$ cat config.mk
export PLATFORM = sky130hd
export DESIGN_NAME = bcd_multiply_seq
export DESIGN_NICKNAME = d
export VERILOG_FILES = /design/src/rtl/bcd_multiply_seq.sv
export SDC_FILE = /design/constraint.sdc
export NUM_CORES = 1
export LEC_CHECK = 0
export CAP_MARGIN = 10
export CORE_MARGIN = 2
export CORE_UTILIZATION = 59
export CTS_CLUSTER_SIZE = 20
export DETAILED_ROUTE_END_ITERATION = 8
export PLACE_DENSITY = 0.91
export SLEW_MARGIN = 10
export SYNTH_ARGS = -nofsm -noshare
export SYNTH_HDL_FRONTEND = slang
export SYNTH_SLANG_ARGS = --single-unit
$ cat constraint.sdc
create_clock -name clk -period 4.3 [get_ports clk]
set_input_delay 1.29 -clock clk [delete_from_list [all_inputs] [get_ports clk]]
set_output_delay 1.29 -clock clk [all_outputs]
set_load 0.03 [all_outputs]
$ cat src/rtl/bcd_multiply_seq.sv
// bcd_multiply_seq: sequential BCD multiplier (BCD->binary, shift-add multiply, double-dabble back to BCD).
module bcd_multiply_seq #(
  parameter int N_DIGITS = 2
) (
  input  logic                    clk,
  input  logic                    reset,
  input  logic                    start,
  input  logic [4*N_DIGITS-1:0]   a_bcd,
  input  logic [4*N_DIGITS-1:0]   b_bcd,
  output logic                    busy,
  output logic                    done,
  output logic                    err,
  output logic [8*N_DIGITS-1:0]   product_bcd
);
  localparam int W  = $clog2(10**N_DIGITS);
  localparam int P  = 2*W;
  localparam int D  = 8*N_DIGITS;
  localparam int CW = $clog2(P+1);
  localparam logic [2:0] IDLE = 3'd0, LOAD = 3'd1, MUL = 3'd2, CONV = 3'd3, DONE = 3'd4;
  logic [2:0]            state_q, state_d;
  logic [CW-1:0]         cnt_q, cnt_d;
  logic [4*N_DIGITS-1:0] opa_q, opa_d, opb_q, opb_d;
  logic [W-1:0]          acca_q, acca_d, accb_q, accb_d;
  logic [P-1:0]          prod_q, prod_d;
  logic [D-1:0]          bcd_q, bcd_d, adj, product_q, product_d;
  logic                  err_q, err_d, bad;
  always_comb begin
    bad = 1'b0;
    for (int i = 0; i < N_DIGITS; i++)
      bad = bad | (a_bcd[4*i+:4] > 4'd9) | (b_bcd[4*i+:4] > 4'd9);
    for (int i = 0; i < 2*N_DIGITS; i++)
      adj[4*i+:4] = bcd_q[4*i+:4] + (bcd_q[4*i+:4] >= 4'd5 ? 4'd3 : 4'd0);
  end
  always_comb begin
    state_d   = state_q;
    cnt_d     = cnt_q;
    opa_d     = opa_q;
    opb_d     = opb_q;
    acca_d    = acca_q;
    accb_d    = accb_q;
    prod_d    = prod_q;
    bcd_d     = bcd_q;
    product_d = product_q;
    err_d     = err_q;
    case (state_q)
      IDLE: if (start) begin
        state_d   = bad ? DONE : LOAD;
        err_d     = bad;
        product_d = bad ? '0 : product_q;
        opa_d     = a_bcd;
        opb_d     = b_bcd;
        acca_d    = '0;
        accb_d    = '0;
        prod_d    = '0;
        cnt_d     = '0;
      end
      LOAD: begin
        acca_d  = W'(acca_q * 10 + opa_q[4*N_DIGITS-1 -: 4]);
        accb_d  = W'(accb_q * 10 + opb_q[4*N_DIGITS-1 -: 4]);
        opa_d   = opa_q << 4;
        opb_d   = opb_q << 4;
        cnt_d   = (cnt_q == CW'(N_DIGITS-1)) ? '0 : cnt_q + 1'b1;
        state_d = (cnt_q == CW'(N_DIGITS-1)) ? MUL : LOAD;
      end
      MUL: begin
        prod_d  = prod_q + (accb_q[0] ? ({{W{1'b0}}, acca_q} << cnt_q) : '0);
        accb_d  = accb_q >> 1;
        bcd_d   = '0;
        cnt_d   = (cnt_q == CW'(W-1)) ? '0 : cnt_q + 1'b1;
        state_d = (cnt_q == CW'(W-1)) ? CONV : MUL;
      end
      CONV: begin
        bcd_d     = {adj[D-2:0], prod_q[P-1]};
        prod_d    = prod_q << 1;
        cnt_d     = (cnt_q == CW'(P-1)) ? '0 : cnt_q + 1'b1;
        state_d   = (cnt_q == CW'(P-1)) ? DONE : CONV;
        product_d = (cnt_q == CW'(P-1)) ? {adj[D-2:0], prod_q[P-1]} : product_q;
      end
      DONE:    state_d = IDLE;
      default: state_d = IDLE;
    endcase
  end
  always_ff @(posedge clk) begin
    if (reset) begin
      state_q   <= IDLE;
      cnt_q     <= '0;
      opa_q     <= '0;
      opb_q     <= '0;
      acca_q    <= '0;
      accb_q    <= '0;
      prod_q    <= '0;
      bcd_q     <= '0;
      product_q <= '0;
      err_q     <= 1'b0;
    end else begin
      state_q   <= state_d;
      cnt_q     <= cnt_d;
      opa_q     <= opa_d;
      opb_q     <= opb_d;
      acca_q    <= acca_d;
      accb_q    <= accb_d;
      prod_q    <= prod_d;
      bcd_q     <= bcd_d;
      product_q <= product_d;
      err_q     <= err_d;
    end
  end
  assign busy        = (state_q == LOAD) | (state_q == MUL) | (state_q == CONV);
  assign done        = (state_q == DONE);
  assign err         = err_q;
  assign product_bcd = product_q;
endmodule

Word-level counts from Yosys, hierarchy flattened --
Cells that the tools add are included.
Operators by class: shift-type cells 1, reduce and logical (&&, ||, !) cells 13, multiplexer cells 30, $add $sub $neg 8, multiply operators 2, magnitude comparators 8, eq/ne operators 10, bitwise gates (word level) 5
Operator list (number):
- $pmux W16 S2 | 2
- $mux W16 | 3
- $pmux W14 S3 | 1
- $pmux W8 S2 | 2
- $mux W14 | 2
- $pmux W7 S3 | 1
- $ge A4 B3 Y1 const B | 4
- $gt A4 B4 Y1 const B | 4
- $mux W4 | 4
- $mux W8 | 2
- $pmux W4 S4 | 1
- $add A14 B14 Y14 | 1
- $add A7 B4 Y7 | 2
- $mul A7 B3 Y6 const B | 2
- $pmux W7 S2 | 1
- $shl A7 B4 Y14 | 1
- $add A4 B2 Y4 | 3
- $pmux W3 S4 | 1
- $mux W2 | 5
- $reduce_and A2 Y1 | 5
- $mux W3 | 3
- $mux W7 | 1
- $eq A3 B2 Y1 const B | 2
- $ne A2 B2 Y1 const B | 3
- 14 further kinds | 21
Storage, ports and cells: word-level logic and storage cells 87, output and inout bits 19, input port bits 19, register bits after elaboration 84

Longest topological paths before layout --
Gate-level depths: netlist (run 1).
word-level depth 7, depth in mapped cells 16, gate-level depth less buffers 13

Worst setup path before layout (run 1) --
Ideal clock, no wire load.
kind reg2reg, start point register cnt_q[1], end point register prod_q[13], data arrival time 3.166 ns, buffers on the path 2, period minus slack after synthesis 3.254 ns, slack 1.046 ns, stages on the path, launching flop included 15, setup time 0.088 ns, required time 4.212 ns, path through dfxtp_1 > buf_2 > mux2_2 > mux2_2 > a21oi_1 > o22ai_1 > and2_1 > ha_1 > clkbuf_1 > a21oi_1 > o21ai_0 > a21o_1 > a221o_1 > or3_1 > a311oi_2
Between the ends: longest elaborated chain between the ends 4
Ends and longest elaborated chain:
- from (decl) | line 21 | logic [CW-1:0] cnt_q, cnt_d;
- from (signal assigned) | line 97 | cnt_q <= cnt_d;
- $shl A7 B4 Y14 | line 66 | prod_d = prod_q + (accb_q[0] ? ({{W{1'b0}}, acca_q} << cnt_q) : '0);
- $mux W14 | line 66
- $add A14 B14 Y14 | line 66
- $pmux W14 S3 | line 45 | case (state_q)
- to (signal assigned) | line 102 | prod_q <= prod_d;
- to (decl) | line 24 | logic [P-1:0] prod_q, prod_d;
No other way between the ends. A chain may end at the register's enable or synchronous reset.

Final worst setup path (run 1) --
Same ends and word-level chain as after synthesis.

==> run metrics, run 1 <==
run status=complete, no violations; clock latency on the worst-skew pair=370 ps; Critical Path RT=4580 ps; worst hold stages=2; routed wl met3=653 µm; Worst setup SP type=flip-flop; die width=97.5 µm; detailed-route wire length=12,500 µm; reg2reg start=cnt_q[1]; FF+latch count, synth=84; peak supply drop=0.000202 V; layout cell share with drive strength beyond 1=5.22%; PostCTS Resize Cnt=0; Final period util=85.4%; Crit path largest cell delay=720 ps; Post-synth EDFFs=0; Worst Tran Pin Value=973 ps; CTS root buf=clkbuf_8; Levels on crit path=12; drt initial violations=347; core area=about 8600 µm²; Reg clk slew, reported paths=90 ps; highest routing layer actually used=met4; initial antenna violation count=0; M1 WL=between 5000 and 6000 µm; post-placement cell area=5540 µm²; area added between synthesis and finish=10.9%; routability cong.=0.971; DRT Pass-1 Iters=5; Worst Hold End=acca_q[0]; CP max stage cell=dfxtp_1; Slew Limit Fails=0; H-Tree Depth=3; share of flip-flops with an asynchronous set or reset=0%; Total GRT Usage=26.9%; Synthesized Nets=717; r2r setup slk=630 ps; total number of vias=around 4,800; RSZ-0062 raised after global routing=false; CP Capture Type=flip-flop; IO buf count=37; worst r2r dst=prod_q[13]; R2R cell count=12; average routed wire per standard cell=about 16 µm; commonest non-fill, non-tap cell in the layout=nor2_1; final setup vio count=0; Die Area=roughly 9500 µm²; Post-CTS Hold Buffers=0; Filler cells=709; Peak Freq=272 MHz; max cap viols=0; Area contributors post-synth=dfxtp_1, ha_1, a21oi_1; fin crit period=3670 ps; Sink Count=84; Syn Inst Count=652; critical path type=flip-flop to flip-flop; largest area contributor in the netlist=dfxtp_1; post-route ant nets=0; worst setup path startpoint=cnt_q[1]; post-synthesis sequential area ratio=32.6%; number of library cell types mapped by synthesis=56; crit-path cells=mux2_2 > mux2_2 > a21oi_1 > o22ai_1 > and2_1 > ha_1 > a21oi_1 > o21ai_0 > a21o_1 > a221o_1 > or3_1 > a311oi_2; worst hold margin=456 ps; hold path startpoint=opa_q[4]; Setup TNS Final=0 ps; crit path max fanout=18; Ports=38; share of the synthesized area in the top cell type=approximately a third; # Post-CTS Setup Buffers=0; finished layout cell area=roughly 5700 µm²; Fin. Hold Viols=0; Crit path buffers/inverters=0; Final HPWL DP=~9000 µm; Hold Path Class=flip-flop to flip-flop; Layout Utilization=around 67%; dominant synthesized flop cell=dfxtp_1; Pleak=0.00216 µW; Cell Area, Synth=5160 µm²; CTS tree=yes; DRC Markers=0; # rows=34; synth warn=0; first-pass GRT wire length=about 21,000 µm; Antenna diodes=0; vias in the first global route=4,823; met2 wire length=6450 µm; Overflow after GRT=0; CTS Buffer Depth=2; CP delay by family, top=compound AO/OA/AOI/OAI gates; Die Y=97.5 µm; relative slew slack=35.1%; Power per Cell Area=262 nW/µm²; largest net degree at the start of global routing=53; commonest non-fill, non-tap cells in the layout=nor2_1, dfxtp_1, a21oi_1, nand2_1, ha_1; clk_skew=15.9 ps; vias per cell=6.16; total CTS buffers=9; syn avg cell area=7.92 µm²; Critical Path AT=between 3000 and 4000 ps; initial core utilization=around 60%; Final nets=~730
==> logic make-up after synthesis <==
| logic type | Yosys count | share of synthesized area [%] |
|---|---|---|
| adders and majority gates | 46 | 12.5 |
| muxes | 14 | 3.03 |
| AOI/OAI and AO/OA | 168 | 20.3 |
| buffers and inverters | 68 | 5.24 |
| and+or+nand+nor | 243 | 21.5 |
| DFF | 84 | 32.6 |
| xor gates and xnor gates | 29 | 4.92 |
==> sequential cells by signal (all words and copies together) (netlist names) <==
signal       flops
bcd_q           16
product_bcd     16
prod_q          14
opa_q            8
opb_q            8
acca_q           7
accb_q           7
cnt_q            4
state_q          3
err              1
==> worst register-to-register path: stages (launching register included) <==
cell and delay, ps:
dfxtp_1 720, mux2_2 420, mux2_2 280, a21oi_1 150, o22ai_1 90, and2_1 190
ha_1 380, a21oi_1 170, o21ai_0 80, a21o_1 180, a221o_1 350, or3_1 330
a311oi_2 260
==> per-stage QoR <==
step	cells	setup WS (ps)	power (µW)
after floorplan	652	1050	931
after global placement	763	784	978
after detailed placement	763	682	984
after CTS	779	662	1500
after global routing	779	420	1550
final	779	629	1500
==> cell type report <==
type	count	area (µm²)	area share (%)
Timing Repair Buffer	43	410	7.17
Inverter	28	105	1.84
Multi-Input combinational cell	500	3210	56.1
Tap cell	108	135	2.36
Clock buffer	9	124	2.16
Sequential cell	84	1680	29.4
Clock inverter	7	56.3	0.984
==> worst max path at each step <==
stage	to	slack, ps
floorplan	prod_q[13]	1050
global route	prod_q[13]	420
detailed placement	prod_q[13]	680
global placement	prod_q[13]	780
CTS	prod_q[13]	660
finish	prod_q[13]	630
==> routing by layer <==
layer / GRT usage, % / vias to the layer above
met5: 0 / -
met4: 11.3 / 0
met3: 4.82 / 34
met2: 48.1 / 167
met1: 31.5 / 2289
li1: - / 2310
==> synthesized netlist by cell type (all sizes together) (4+ instances only) <==
library cell,count
nor2,91
dfxtp,84
a21oi,71
nand2,61
ha,37
nand3,29
inv,28
o21ai,28
clkbuf,27
a22oi,18
xnor2,18
buf,13
nor3,13
xor2,11
mux2i,10
nor2b,10
a21o,9
fa,9
nor4,9
nand2b,8
a211oi,7
and2,7
a222oi,5
a31oi,5
o21a,5
o22ai,4
==> where the power goes <==
| part | internal [µW] | switching (µW) |
|---|---|---|
| Combinational | 57.3 | 97.3 |
| Clock | 217 | 313 |
| Sequential | 796 | 17.9 |
| Total | 1070 | 428 |
(Power assumes the default switching activity.)
==> inputs of run 2 (changes only) <==
CELL_PAD_IN_SITES_DETAIL_PLACEMENT = 2   (was not set)
CELL_PAD_IN_SITES_GLOBAL_PLACEMENT = 2   (was not set)
CORE_UTILIZATION = 35   (was 59)
PLACE_DENSITY = 0.9   (was 0.91)
==> run 2 against run 1 <==
  * Final cell count is 9.8% higher
  * Worst setup slack worse by 240 ps
  * Flip-flop and latch count stayed put
  * Fmax is 6.2% lower
  * Global-route usage is 2.2 points lower
  * Power is 19% higher
  * Wire length is 50% higher
  * Via count is 2.6% higher
  * Non-clock buffer count stayed put
  * Die area is 65% higher
  * Hold slack better by 10 ps
  * Largest cell class unchanged
  * Highest routed layer unchanged
==> run metrics, run 2 (synthesis gave the netlist of run 1 again) <==
Final HPWL DP=11,800 µm (+31%); Overflow after GRT=0 (unchanged); Sink Count=84 (unchanged); M1 WL=7560 µm (+49%); Post-CTS Hold Buffers=0 (unchanged); RSZ-0062 raised after global routing=false; commonest non-fill, non-tap cells in the layout=nor2_1, dfxtp_1, a21oi_1, nand2_1, ha_1; Worst Hold End=product_bcd[15]; routability cong.=0.885 (-8.9%); clk_skew=11.4 ps (-4.50 ps); met2 wire length=10,200 µm (+58%); first-pass GRT wire length=30,900 µm (+44%); run status=complete, no violations; Total GRT Usage=24.7% (-2.2 points); # Post-CTS Setup Buffers=0 (unchanged); drt initial violations=324 (-6.6%); average routed wire per standard cell=22.0 µm (+37%); Peak Freq=256 MHz (-6.2%); Final nets=731 (unchanged); DRT Pass-1 Iters=5 (unchanged); Filler cells=1,645 (+130%); highest routing layer actually used=met4; vias in the first global route=5,640 (+17%); Hold Path Class=flip-flop to flip-flop; Die Area=15,700 µm² (+65%); routed wl met3=556 µm (-15%); Crit path buffers/inverters=0 (unchanged); Setup TNS Final=0 ps (unchanged); core area=14,500 µm² (+68%); total CTS buffers=9 (unchanged); r2r setup slk=390 ps (-240 ps); CTS tree=yes; final setup vio count=0 (unchanged); Slew Limit Fails=0 (unchanged); crit path max fanout=18 (unchanged); largest net degree at the start of global routing=68 (+28%); initial core utilization=35.7% (-24 points); IO buf count=37 (unchanged); Power per Cell Area=301 nW/µm² (+15%); reg2reg start=cnt_q[1]; Fin. Hold Viols=0 (unchanged); total number of vias=4,926 (+2.6%); max cap viols=0 (unchanged); crit-path cells=mux2_2 > mux2_2 > a21oi_1 > o22ai_1 > and2_1 > ha_1 > a21oi_1 > o21ai_0 > a21o_1 > a221o_1 > or3_1 > a311oi_2; Antenna diodes=0 (unchanged); H-Tree Depth=3 (unchanged); Levels on crit path=12 (unchanged); CTS root buf=clkbuf_16; PostCTS Resize Cnt=0 (unchanged); vias per cell=5.76 (-6.5%); peak supply drop=0.000190 V (-5.6%); Crit path largest cell delay=770 ps (+50 ps); post-route ant nets=0 (unchanged); Die Y=125 µm (+29%); Pleak=0.00222 µW (+2.9%); DRC Markers=0 (unchanged); relative slew slack=36.9% (+1.8 points); layout cell share with drive strength beyond 1=5.22% (unchanged); R2R cell count=12 (unchanged); CP delay by family, top=compound AO/OA/AOI/OAI gates; critical path type=flip-flop to flip-flop; worst hold margin=467 ps (+10.3 ps); Critical Path RT=4560 ps (-20 ps); Worst Tran Pin Value=946 ps (-27.1 ps); worst hold stages=2 (unchanged); clock latency on the worst-skew pair=360 ps (about the same); Critical Path AT=4180 ps (+230 ps); die width=125 µm (+29%); CP Capture Type=flip-flop; fin crit period=3910 ps (+242 ps); detailed-route wire length=18,800 µm (+50%); hold path startpoint=product_bcd[15]; # rows=44 (+29%); commonest non-fill, non-tap cell in the layout=nor2_1; worst r2r dst=prod_q[13]; Final period util=91.0% (+5.6 points); Reg clk slew, reported paths=60 ps (-30 ps); initial antenna violation count=0 (unchanged); CP max stage cell=dfxtp_1; CTS Buffer Depth=2 (unchanged); area added between synthesis and finish=15.1%; Ports=38 (unchanged); Worst setup SP type=flip-flop
## run 2: cell types whose count changed in the layout (fill, tap and decap cells not counted), sizes merged
cell and change:
clkinvlp -1, clkinv +3, inv -3, bufinv +1
## run 2: power breakdown
group | internal [µW] | switching, µW | total [µW]
Clock | 448 | 351 | 799
Combinational | 61.3 | 111 | 173
Sequential | 797 | 20.6 | 818
Total | 1310 | 483 | 1790
## run 2: worst max-delay path by stage
stage / from / end / slack, ps
global route: cnt_q[1] / prod_q[13] / 250
detailed placement: cnt_q[1] / prod_q[13] / 630
CTS: cnt_q[1] / prod_q[13] / 450
floorplan: cnt_q[1] / prod_q[13] / 1050
global placement: cnt_q[1] / prod_q[13] / 750
finish: cnt_q[1] / prod_q[13] / 390
## run 2: final cells by class
| type | count | area, µm² | share of cell area, % |
|---|---|---|---|
| well taps | 184 | 230 | 3.87 |
| repair buffers | 43 | 423 | 7.12 |
| multi-input cells | 500 | 3210 | 54.0 |
| clock buffers | 9 | 225 | 3.79 |
| flip-flops and latches | 84 | 1680 | 28.3 |
| clock inverters | 7 | 67.6 | 1.14 |
| inverters | 28 | 105 | 1.77 |
## run 2: metrics by stage
step	util [%]	total power, µW	cell area, µm²	std cells	worst slack, ps
after floorplan	-	931	5160	652	1050
after global placement	39.0	990	5650	839	752
after detailed placement	39.0	1000	5650	839	632
after CTS	41.0	1800	5940	855	449
after global routing	41.0	1850	5940	855	249
final	41.0	1790	5940	855	387
## run 2: worst min-delay path: stages (launching register included)
cell	delay, ps
dfxtp_1	310
nand2_1	60
a21oi_1	50
## run 2: routing by layer
| metal | GRT usage (%) | up-vias |
|---|---|---|
| met5 | 0 | - |
| met4 | 9.02 | 0 |
| met3 | 4.36 | 34 |
| met2 | 46.9 | 99 |
| met1 | 27.3 | 2492 |
| li1 | - | 2301 |
